==> config.mk <==
export PLATFORM = sky130hd
export DESIGN_NAME = gear_adder_ecu_flat
export DESIGN_NICKNAME = d
export VERILOG_FILES = /design/src/rtl/gear_adder_ecu_pkg.sv /design/src/rtl/gear_adder_ecu_if.sv /design/src/rtl/gear_adder_ecu_seg_add.sv /design/src/rtl/gear_adder_ecu.sv /design/src/flat_wrapper.sv
export SDC_FILE = /design/constraint.sdc
export NUM_CORES = 1
export LEC_CHECK = 0
export ABC_CLOCK_PERIOD_IN_PS = 4670
export CORE_ASPECT_RATIO = 0.7
export CORE_MARGIN = 4
export CORE_UTILIZATION = 54
export CTS_CLUSTER_DIAMETER = 100
export DETAILED_ROUTE_END_ITERATION = 8
export GPL_TIMING_DRIVEN = 0
export PLACE_DENSITY = 0.9
export SLEW_MARGIN = 5
export SYNTH_ARGS = -nofsm -noshare
export SYNTH_HDL_FRONTEND = slang
export SYNTH_SLANG_ARGS = --single-unit
==> constraint.sdc <==
create_clock -name clk -period 4.67 [get_ports clk]
set_input_delay 0.934 -clock clk [delete_from_list [all_inputs] [get_ports clk]]
set_output_delay 0.934 -clock clk [all_outputs]
set_load 0.01 [all_outputs]
==> src/rtl/gear_adder_ecu_pkg.sv <==
// Shared GeAr segmentation helpers: segment count, segment bounds and FSM encoding.
// The combinational GeAr adder uses the same helpers so both agree on segment layout.
`define GEAR_MAX(a, b) (((a) > (b)) ? (a) : (b))

package gear_pkg;

    // Number of segments for a BITS-wide adder with R result bits and P overlap bits.
    function automatic int gear_k(input int bits, input int r, input int p);
        int l;
        l = r + p;
        return (bits > l) ? 1 + (bits - l + r - 1) / r : 1;
    endfunction

    function automatic int gear_cw(input int k);
        return (k > 1) ? $clog2(k) : 1;
    endfunction

    function automatic int seg_lo(input int i, input int r, input int p);
        return (i == 0) ? 0 : p + i * r;
    endfunction

    function automatic int seg_hi(input int i, input int r, input int p, input int bits);
        int h;
        h = (i == 0) ? r + p : p + (i + 1) * r;
        return (h > bits) ? bits : h;
    endfunction

    typedef enum logic [1:0] {
        IDLE = 2'd0,
        EVAL = 2'd1,
        CORR = 2'd2,
        HOLD = 2'd3
    } state_t;

endpackage

==> src/rtl/gear_adder_ecu_if.sv <==
// Operand/result handshake bundle for the error-correcting GeAr adder.
interface gear_adder_ecu_if
    import gear_pkg::*;
#(
    parameter int WIDTH_A = 16,
    parameter int WIDTH_B = 16,
    parameter int R       = 4,
    parameter int P       = 4
);
    localparam int BITS = `GEAR_MAX(WIDTH_A, WIDTH_B);
    localparam int K    = gear_k(BITS, R, P);
    localparam int CW   = gear_cw(K);

    logic               in_valid;
    logic               in_ready;
    logic [WIDTH_A-1:0] A;
    logic [WIDTH_B-1:0] B;
    logic               exact;
    logic               out_valid;
    logic               out_ready;
    logic [BITS-1:0]    OUT;
    logic               err;
    logic [CW-1:0]      corr_cycles;

    modport master (
        output in_valid, A, B, exact, out_ready,
        input  in_ready, out_valid, OUT, err, corr_cycles
    );

    modport slave (
        input  in_valid, A, B, exact, out_ready,
        output in_ready, out_valid, OUT, err, corr_cycles
    );
endinterface

==> src/rtl/gear_adder_ecu_seg_add.sv <==
// One GeAr segment: W-bit field adder with explicit carry-in and carry-out.
module gear_seg_add #(
    parameter int W = 4
) (
    input  logic [W-1:0] a_f,
    input  logic [W-1:0] b_f,
    input  logic         cin,
    output logic [W-1:0] field,
    output logic         cout
);
    assign {cout, field} = {1'b0, a_f} + {1'b0, b_f} + {{W{1'b0}}, cin};
endmodule

==> src/rtl/gear_adder_ecu.sv <==
// Sequential GeAr adder: one-cycle approximate sum, then optional per-cycle repair of
// the lowest mispredicted segment until the sum is exact.
module gear_adder_ecu
    import gear_pkg::*;
#(
    parameter int R       = 4,
    parameter int P       = 4,
    parameter int WIDTH_A = 16,
    parameter int WIDTH_B = 16
) (
    input logic             clk,
    input logic             rst_n,
    gear_adder_ecu_if.slave bus
);
    localparam int BITS = `GEAR_MAX(WIDTH_A, WIDTH_B);
    localparam int K    = gear_k(BITS, R, P);
    localparam int CW   = gear_cw(K);

    state_t          state_reg;
    logic [BITS-1:0] a_reg, b_reg, sum_reg;
    logic [K-1:0]    co_reg, cin_reg;
    logic            exact_reg, err_reg;
    logic [CW-1:0]   corr_reg;

    logic [BITS-1:0] ext_a, ext_b, op_a, op_b, add_sum, sum_next, fix_mask;
    logic [K-1:0]    cin_vec, seg_cout, e_vec, e_next, co_next, cin_next;
    logic [BITS-1:0] seg_mask [K];
    logic [CW-1:0]   fix_idx;
    logic            has_err, accept;

    assign ext_a  = BITS'($signed(bus.A));
    assign ext_b  = BITS'($signed(bus.B));
    assign op_a   = (state_reg == IDLE) ? ext_a : a_reg;
    assign op_b   = (state_reg == IDLE) ? ext_b : b_reg;
    assign accept = bus.in_valid && (state_reg == IDLE);

    // The carry-in actually applied to each segment is stored, so a repaired segment
    // stops flagging once its carry-in matches the true carry from below.
    generate
        for (genvar gi = 0; gi < K; gi++) begin : g_seg
            localparam int LO = seg_lo(gi, R, P);
            localparam int HI = seg_hi(gi, R, P, BITS);
            localparam int W  = HI - LO;
            localparam logic [BITS-1:0] MASK = ({BITS{1'b1}} >> (BITS - W)) << LO;

            assign seg_mask[gi] = MASK;

            if (gi == 0) begin : g_low
                assign cin_vec[gi] = 1'b0;
                assign e_vec[gi]   = 1'b0;
                assign e_next[gi]  = 1'b0;
            end else begin : g_up
                logic [P:0] pred_sum;
                assign pred_sum    = {1'b0, ext_a[gi*R +: P]} + {1'b0, ext_b[gi*R +: P]};
                assign cin_vec[gi] = (state_reg == IDLE) ? pred_sum[P] : co_reg[gi-1];
                assign e_vec[gi]   = cin_reg[gi] ^ co_reg[gi-1];
                assign e_next[gi]  = cin_next[gi] ^ co_next[gi-1];
            end

            gear_seg_add #(.W(W)) u_seg (
                .a_f   (op_a[HI-1:LO]),
                .b_f   (op_b[HI-1:LO]),
                .cin   (cin_vec[gi]),
                .field (add_sum[HI-1:LO]),
                .cout  (seg_cout[gi])
            );
        end
    endgenerate

    // Lowest-error priority encoder and the single-segment repair it selects.
    always_comb begin
        fix_idx  = '0;
        fix_mask = '0;
        co_next  = co_reg;
        cin_next = cin_reg;
        has_err  = |e_vec;
        for (int i = K - 1; i >= 0; i--) begin
            if (e_vec[i]) fix_idx = CW'(i);
        end
        if (has_err) begin
            co_next[fix_idx]  = seg_cout[fix_idx];
            cin_next[fix_idx] = cin_vec[fix_idx];
            fix_mask          = seg_mask[fix_idx];
        end
        sum_next = (sum_reg & ~fix_mask) | (add_sum & fix_mask);
    end

    always_ff @(posedge clk or negedge rst_n) begin
        if (!rst_n) begin
            state_reg <= IDLE;
            a_reg     <= '0;
            b_reg     <= '0;
            sum_reg   <= '0;
            co_reg    <= '0;
            cin_reg   <= '0;
            exact_reg <= 1'b0;
            err_reg   <= 1'b0;
            corr_reg  <= '0;
        end else begin
            case (state_reg)
                IDLE: if (accept) begin
                    a_reg     <= ext_a;
                    b_reg     <= ext_b;
                    sum_reg   <= add_sum;
                    co_reg    <= seg_cout;
                    cin_reg   <= cin_vec;
                    exact_reg <= bus.exact;
                    err_reg   <= 1'b0;
                    corr_reg  <= '0;
                    state_reg <= EVAL;
                end
                EVAL: begin
                    err_reg   <= has_err;
                    state_reg <= (exact_reg && has_err) ? CORR : HOLD;
                end
                CORR: begin
                    if (has_err) begin
                        sum_reg  <= sum_next;
                        co_reg   <= co_next;
                        cin_reg  <= cin_next;
                        corr_reg <= corr_reg + 1'b1;
                        if (!(|e_next)) state_reg <= HOLD;
                    end else begin
                        state_reg <= HOLD;
                    end
                end
                HOLD: if (bus.out_ready) state_reg <= IDLE;
                default: state_reg <= IDLE;
            endcase
        end
    end

    logic unused_bits;
    assign unused_bits = cin_reg[0] ^ co_reg[K-1];

    assign bus.in_ready    = (state_reg == IDLE);
    assign bus.out_valid   = (state_reg == HOLD);
    assign bus.OUT         = sum_reg;
    assign bus.err         = err_reg;
    assign bus.corr_cycles = corr_reg;
endmodule

==> src/flat_wrapper.sv <==
// flat-port wrapper written by rule: the top's interface ports become plain ports
module gear_adder_ecu_flat import gear_pkg::*;
#(
    parameter int R       = 4,
    parameter int P       = 4,
    parameter int WIDTH_A = 16,
    parameter int WIDTH_B = 16
)
  (clk, rst_n, bus_in_valid, bus_A, bus_B, bus_exact, bus_out_ready, bus_in_ready, bus_out_valid, bus_OUT, bus_err, bus_corr_cycles);
  gear_adder_ecu_if #(.WIDTH_A(WIDTH_A), .WIDTH_B(WIDTH_B), .R(R), .P(P)) bus_i ();
  input logic clk;
  input logic rst_n;
  input wire logic [$bits(bus_i.in_valid)-1:0] bus_in_valid;
  input wire logic [$bits(bus_i.A)-1:0] bus_A;
  input wire logic [$bits(bus_i.B)-1:0] bus_B;
  input wire logic [$bits(bus_i.exact)-1:0] bus_exact;
  input wire logic [$bits(bus_i.out_ready)-1:0] bus_out_ready;
  output wire logic [$bits(bus_i.in_ready)-1:0] bus_in_ready;
  output wire logic [$bits(bus_i.out_valid)-1:0] bus_out_valid;
  output wire logic [$bits(bus_i.OUT)-1:0] bus_OUT;
  output wire logic [$bits(bus_i.err)-1:0] bus_err;
  output wire logic [$bits(bus_i.corr_cycles)-1:0] bus_corr_cycles;
  assign bus_i.in_valid = bus_in_valid;
  assign bus_i.A = bus_A;
  assign bus_i.B = bus_B;
  assign bus_i.exact = bus_exact;
  assign bus_i.out_ready = bus_out_ready;
  assign bus_in_ready = bus_i.in_ready;
  assign bus_out_valid = bus_i.out_valid;
  assign bus_OUT = bus_i.OUT;
  assign bus_err = bus_i.err;
  assign bus_corr_cycles = bus_i.corr_cycles;
  gear_adder_ecu #(.R(R), .P(P), .WIDTH_A(WIDTH_A), .WIDTH_B(WIDTH_B)) u_core (.clk(clk), .rst_n(rst_n), .bus(bus_i));
endmodule
==> results of run 1 <==
[worst max-delay path, cell delays in order]
cell and delay [ps]:
sky130_fd_sc_hd__clkdlybuf4s50_1 450, sky130_fd_sc_hd__ha_1 290, sky130_fd_sc_hd__nand3_1 100, sky130_fd_sc_hd__a211o_1 320
sky130_fd_sc_hd__nand2_1 80, sky130_fd_sc_hd__o21ai_0 140, sky130_fd_sc_hd__fa_1 530, sky130_fd_sc_hd__fa_1 420
sky130_fd_sc_hd__nand2b_1 160, sky130_fd_sc_hd__a21oi_1 150, sky130_fd_sc_hd__mux2i_1 110, sky130_fd_sc_hd__xnor2_1 170
sky130_fd_sc_hd__a31oi_1 250, sky130_fd_sc_hd__mux2_1 340
[area by class of cell]
cell class / instances / area share (%)
Clock buffer: 11 / 3.22
Timing Repair Buffer: 58 / 13.3
Inverter: 12 / 1.03
Tap cell: 78 / 2.22
Buffer: 12 / 1.03
Multi-Input combinational cell: 229 / 44.3
Sequential cell: 58 / 33.1
Clock inverter: 5 / 1.77
[per-layer routing]
layer | vias to the layer above | global-route usage [%]
met3 | 16 | 7.11
met1 | 1267 | 25.6
li1 | 1254 | -
met2 | 69 | 38.9
met4 | 0 | 7.67
met5 | - | 0
[per-stage QoR]
step,power (uW),area [um^2]
finish,3460,4390
global route,3770,4390
CTS,3480,4390
detailed placement,2920,4170
global placement,2810,4160
floorplan,2350,3490
[layout by cell type (no fill, tap or decap), drive strengths merged, types with 2 or more instances in the layout]
cell type | Yosys | layout
bufinv | 0 | 2
a21oi | 10 | 10
mux2i | 11 | 11
dfrtp | 58 | 58
a211oi | 2 | 2
nand3 | 5 | 5
xnor2 | 7 | 7
a31oi | 2 | 2
fa | 5 | 5
clkinv | 0 | 2
inv | 12 | 12
a21o | 9 | 9
clkbuf | 10 | 21
nand2b | 3 | 3
nor2 | 9 | 9
buf | 2 | 4
o221ai | 2 | 2
clkdlybuf4s50 | 0 | 56
ha | 24 | 24
nor3b | 3 | 3
mux2 | 61 | 61
o21bai | 2 | 2
o21ai | 24 | 24
nand2 | 27 | 27
xor2 | 5 | 5
nor3 | 3 | 3
[final timing paths]
kind	startpoint	endpoint	slack [ps]
max reg2reg	u_core.state_reg[0]$_DFFE_PN0P_	u_core.state_reg[1]$_DFFE_PN0P_	480
min	register	register	490
max	bus_A[5]	u_core.state_reg[1]$_DFFE_PN0P_	450
max in group asynchronous	rst_n	u_core.co_reg[1]$_DFFE_PN0P_	3470
min in group asynchronous	rst_n	u_core.exact_reg$_DFFE_PN0P_	600
min reg2reg	register	register	490
[cells by family after synthesis]
group	share of synthesized area, %
buffers and inverters	2.58
adders and majority gates	11.5
AOI/OAI and AO/OA	10.2
DFF	41.6
and+or+nand+nor	8.25
muxes	22.9
xor gates and xnor gates	3.01
[report_power, final]
part	total (uW)	internal, uW	leakage, uW	switching, uW
combinational	2040	1030	0.00113	1010
clock	517	313	0.000109	204
sequential	910	759	0.000703	151
total	3460	2100	0.00194	1360
==> reports/results.md, run 1 <==
### Run status
* **status** finished clean

### Finish
* **# nets final** 446
* **share of the core filled with cells** 70.3%
* **Cell Count, Final, Fillers Out** 463
* **sequential cell area** 1450 um^2
* **synth-to-layout area growth** 25.9%
* **number of fillers in the final layout** 449
* **footprint of the multi-input gates** 1950 um^2
* **diode count** 0
* **fraction of layout cells with a size suffix above 1** 20.3%

### Global route
* **first-pass GRT wire length** 13.2 mm
* **pin count of the biggest net entering global routing** 34
* **total congestion overflow after global routing** 0
* **number of antenna violations at the first check in global routing** 0
* **combined global-route utilization of all metal layers** 21.9%
* **number of global-route vias before repair** 2815

### Timing
* **Hold Violations, Final** 0
* **sum of negative setup slack** 0 ps
* **final setup margin** 446 ps
* **setup repair after global routing missed its margin** no
* **final-report setup violation count** 0
* **hold slack final** 486 ps
* **share of the clock period used by the worst path** 90.4%
* **transition time at the pin with the least slew margin** 672 ps
* **headroom to the max-slew limit** 55.2%
* **Peak Freq** 237 MHz
* **minimum period implied by the final worst setup slack** 4220 ps
* **Final Max Tran Viols** 0
* **setup skew after layout** 7.90 ps

### Yosys
* **area of the mapped netlist** 3490 um^2
* **synthesized area per cell** 11.2 um^2
* **Netlist cell types** 40
* **proportion of synthesized chip area in sequential cells** 41.6%
* **synthesized flop and latch total** 58
* **post-synth top area cell** sky130_fd_sc_hd__dfrtp_1
* **number of enable flip-flop cells after synthesis** 0
* **Ys Warns** 0
* **cell count after synthesis** 311
* **most instantiated library cell after synthesis** sky130_fd_sc_hd__mux2_2
* **predominant post-synthesis flop cell** sky130_fd_sc_hd__dfrtp_1
* **synthesized netlist net count** 377
* **most frequent cells after synthesis** sky130_fd_sc_hd__mux2_2 (60), sky130_fd_sc_hd__dfrtp_1 (58), sky130_fd_sc_hd__nand2_1 (27)
* **proportion of netlist area held by the largest area contributor** 41.6%
* **async set or reset register ratio after synthesis** 100%
* **top post-synthesis cells by area** sky130_fd_sc_hd__dfrtp_1 (42%), sky130_fd_sc_hd__mux2_2 (19%), sky130_fd_sc_hd__ha_1 (8.6%), sky130_fd_sc_hd__o21ai_0 (3.4%), sky130_fd_sc_hd__mux2i_1 (3.2%)

### Drt
* **routed length per instance** 16.9 um
* **sum of met3 wire segment lengths after detailed routing** 501 um
* **drt initial violations** 91
* **remaining number of nets flagged by the antenna check after routing** 0
* **wirelength, routed** 7.83 mm
* **routed length on met1** 3.50 mm
* **routed wire length on met2** 3.71 mm
* **vias per cell** 5.63
* **post-detailed-route DRC marker count** 0
* **highest signal layer in the routed design** met4
* **Initial DRT Pass Iterations** 4
* **Vias** 2606

### Setup path
* **Critical Path Fanout Max** 4
* **worst setup path category** in -> reg
* **Reg2Reg Depth** 13
* **Critical Path Start Type** primary input
* **Worst EP required** 4900 ps
* **data arrival at the endpoint of the critical path** 4450 ps
* **kind of capture point of the worst setup path** register

### Die
* **count of boundary I/O pins** 58
* **Die Height** 75.2 um
* **initial core utilization** 55.8%
* **Std-Cell Core Area** 6250 um^2
* **die area** 7830 um^2
* **Die Span X** 104 um
* **num rows** 24

### Placed design
* **placed cell count** 447
* **hpwl dp** 5.80 mm
* **PortBufs** 57
* **worst-case setup slack after placement** 88.7 ps
* **last weighted congestion value of the routability-driven placer** 0.801

### CTS
* **post-CTS repair timing setup buffer count** 0
* **number of buffers inserted for hold repair after clock tree synthesis** 0
* **clock tree root buffer cell** sky130_fd_sc_hd__clkbuf_8
* **Max Root-Sink Buffers** 2
* **clock sink total** 58
* **count of H-tree levels built during CTS** 3
* **Clk Latency, worst-skew pair** 350 ps
* **post_cts resized** 0
* **clock tree from TritonCTS** yes
* **clock transition at the register clock pins on the worst setup and hold paths after CTS** 70 ps
* **CTS Buf Count** 9

### Power and ir drop
* **P_leak** 0.00194 uW
* **pwr/cell area** 789 nW/um^2
* **IR Drop Worst-Case VDD** 0.000360 V

### Job
* **max capacitance violation total** 0

### Min path
* **HP Class** reg -> reg
* **Hold Path Cell Cnt** 2

(Power assumes the default switching activity.)
==> inputs of run 2 (changes only) <==
--- a/config.mk
+++ b/config.mk
@@ -8,11 +8,11 @@
 export ABC_CLOCK_PERIOD_IN_PS = 4670
 export CORE_ASPECT_RATIO = 0.7
 export CORE_MARGIN = 4
-export CORE_UTILIZATION = 54
+export CORE_UTILIZATION = 46
 export CTS_CLUSTER_DIAMETER = 100
 export DETAILED_ROUTE_END_ITERATION = 8
 export GPL_TIMING_DRIVEN = 0
-export PLACE_DENSITY = 0.9
+export PLACE_DENSITY = 0.8
 export SLEW_MARGIN = 5
 export SYNTH_ARGS = -nofsm -noshare
 export SYNTH_HDL_FRONTEND = slang
==> reports/results.md, run 2 (synthesized netlist as in run 1, its figures left out) <==
### Timing
* **Peak Freq** 230 MHz, was 237 MHz
* **setup skew after layout** 7.19 ps, was 7.90 ps
* **transition time at the pin with the least slew margin** 763 ps, was 672 ps
* **final-report setup violation count** 0, unchanged
* **setup repair after global routing missed its margin** no, unchanged
* **share of the clock period used by the worst path** 93.1%, was 90.4%
* **sum of negative setup slack** 0 ps, unchanged
* **Final Max Tran Viols** 0, unchanged
* **headroom to the max-slew limit** 49.1%, was 55.2%
* **Hold Violations, Final** 0, unchanged
* **minimum period implied by the final worst setup slack** 4350 ps, was 4220 ps

### CTS
* **post_cts resized** 0, unchanged
* **post-CTS repair timing setup buffer count** 0, unchanged
* **clock tree from TritonCTS** yes, unchanged
* **clock sink total** 58, unchanged
* **number of buffers inserted for hold repair after clock tree synthesis** 0, unchanged
* **Clk Latency, worst-skew pair** 340 ps, was 350 ps
* **count of H-tree levels built during CTS** 3, unchanged
* **clock tree root buffer cell** sky130_fd_sc_hd__clkbuf_8, unchanged
* **clock transition at the register clock pins on the worst setup and hold paths after CTS** 60 ps, was 70 ps
* **CTS Buf Count** 9, unchanged
* **Max Root-Sink Buffers** 2, unchanged

### Global route
* **number of global-route vias before repair** 2642, was 2815
* **combined global-route utilization of all metal layers** 18.4%, was 21.9%
* **first-pass GRT wire length** 13.0 mm, was 13.2 mm
* **pin count of the biggest net entering global routing** 33, was 34
* **number of antenna violations at the first check in global routing** 0, unchanged
* **total congestion overflow after global routing** 0, unchanged

### Drt
* **post-detailed-route DRC marker count** 0, unchanged
* **wirelength, routed** 7.91 mm, was 7.83 mm
* **vias per cell** 5.42, was 5.63
* **Initial DRT Pass Iterations** 4, unchanged
* **Vias** 2608, was 2606
* **drt initial violations** 120, was 91
* **routed length per instance** 16.4 um, was 16.9 um
* **remaining number of nets flagged by the antenna check after routing** 0, unchanged

### Power and ir drop
* **P_leak** 0.00194 uW, about the same
* **IR Drop Worst-Case VDD** 0.000331 V, was 0.000360 V
* **pwr/cell area** 773 nW/um^2, was 789 nW/um^2

### Finish
* **# nets final** 446, unchanged
* **share of the core filled with cells** 59.9%, was 70.3%
* **most common cell after layout, fill and taps aside** sky130_fd_sc_hd__mux2_2, unchanged
* **final instance area** 4390 um^2, about the same
* **fraction of layout cells with a size suffix above 1** 20.1%, was 20.3%
* **diode count** 0, unchanged
* **most used cells in the layout excluding fill and tap cells** sky130_fd_sc_hd__mux2_2 (60), sky130_fd_sc_hd__dfrtp_1 (58), sky130_fd_sc_hd__clkdlybuf4s50_1 (56), sky130_fd_sc_hd__nand2_1 (27), unchanged
* **synth-to-layout area growth** 25.8%, was 25.9%

### Setup path
* **kind of capture point of the worst setup path** register, unchanged
* **Critical Path Start Type** primary input, unchanged
* **Critical Path Fanout Max** 4, unchanged
* **data arrival at the endpoint of the critical path** 4570 ps, was 4450 ps
* **Worst EP required** 4890 ps, was 4900 ps
* **worst setup path category** in -> reg, unchanged

### Job
* **max capacitance violation total** 0, unchanged

### Die
* **Std-Cell Core Area** 7320 um^2, was 6250 um^2
* **Die Height** 80.8 um, was 75.2 um
* **count of boundary I/O pins** 58, unchanged
* **initial core utilization** 47.6%, was 55.8%
* **num rows** 26, was 24
* **die area** 9060 um^2, was 7830 um^2
* **Die Span X** 112 um, was 104 um

### Placed design
* **PortBufs** 57, unchanged
* **hpwl dp** 6.04 mm, was 5.80 mm
* **Post-Place Cell Area** 4200 um^2, was 4170 um^2
* **last weighted congestion value of the routability-driven placer** 0.816, was 0.801

### Run status
* **status** finished clean, unchanged

### Min path
* **HP Class** reg -> reg, unchanged

==> run 2: cell types whose count changed in the layout (fill, tap and decap cells not counted), sizes merged <==
cell	change
bufinv	-1
clkinvlp	-1
==> run 2: final timing paths <==
check / from / endpoint / slack [ps] / depth (start not counted)
max in group asynchronous: rst_n / u_core.a_reg[4]$_DFFE_PN0P_ / 3390 / 2
hold reg to reg: register / register / 480 / 2
setup / recovery: bus_B[7] / u_core.state_reg[1]$_DFFE_PN0P_ / 320 / 14
hold / removal: register / register / 480 / 2
setup reg to reg: u_core.state_reg[0]$_DFFE_PN0P_ / u_core.state_reg[1]$_DFFE_PN0P_ / 390 / 13
min in group asynchronous: rst_n / async pin / 670 / 1
==> run 2: critical path, stage by stage <==
cell and delay (ps):
sky130_fd_sc_hd__clkdlybuf4s50_1 510, sky130_fd_sc_hd__ha_1 240, sky130_fd_sc_hd__nor3_1 90, sky130_fd_sc_hd__a211o_1 360
sky130_fd_sc_hd__nand2_1 90, sky130_fd_sc_hd__o21ai_0 150, sky130_fd_sc_hd__fa_1 550, sky130_fd_sc_hd__fa_1 430
sky130_fd_sc_hd__nand2b_1 160, sky130_fd_sc_hd__a21oi_1 180, sky130_fd_sc_hd__mux2i_1 110, sky130_fd_sc_hd__xnor2_1 170
sky130_fd_sc_hd__a31oi_1 250, sky130_fd_sc_hd__mux2_1 340
==> run 2: per-layer routing <==
layer / GRT usage [%] / up-vias / wire, um
met5: 0 / - / 0
met4: 5.40 / 0 / 79
met3: 6.55 / 12 / 558
met2: 30.2 / 74 / 3650
met1: 23.2 / 1273 / 3620
li1: - / 1249 / -
==> run 2: report_power, final <==
| part | internal (uW) | switching, uW |
|---|---|---|
| sequential | 759 | 146 |
| clock | 268 | 193 |
| combinational | 1030 | 992 |
| total | 2060 | 1330 |
==> run 2: layout make-up <==
type	instances	area, um^2
sequential	58	1450
inverter	12	45.0
fill	641	2930
clock buffer	11	151
buffer	12	45.0
timing repair buffer	58	586
multi-input combinational	229	1950
tap	98	123
clock inverter	3	40.0
==> run 2: per-stage QoR <==
stage / hold slack (ps) / cells / power (uW) / worst slack, ps
after global placement: 461 / 466 / 2830 / 94.1
after global routing: 505 / 481 / 3680 / 123
after CTS: 490 / 481 / 3410 / 348
final: 480 / 481 / 3390 / 322
after floorplan: 475 / 311 / 2350 / 875
after detailed placement: 475 / 467 / 2930 / 10.1
==> inputs of run 3 (changes only) <==
--- a/config.mk
+++ b/config.mk
@@ -10,6 +10,7 @@
 export CORE_MARGIN = 4
 export CORE_UTILIZATION = 46
 export CTS_CLUSTER_DIAMETER = 100
+export CTS_CLUSTER_SIZE = 20
 export DETAILED_ROUTE_END_ITERATION = 8
 export GPL_TIMING_DRIVEN = 0
 export PLACE_DENSITY = 0.8
==> results of run 3 <==
No change in the layout: final DEF, timing and power equal those of run 2.
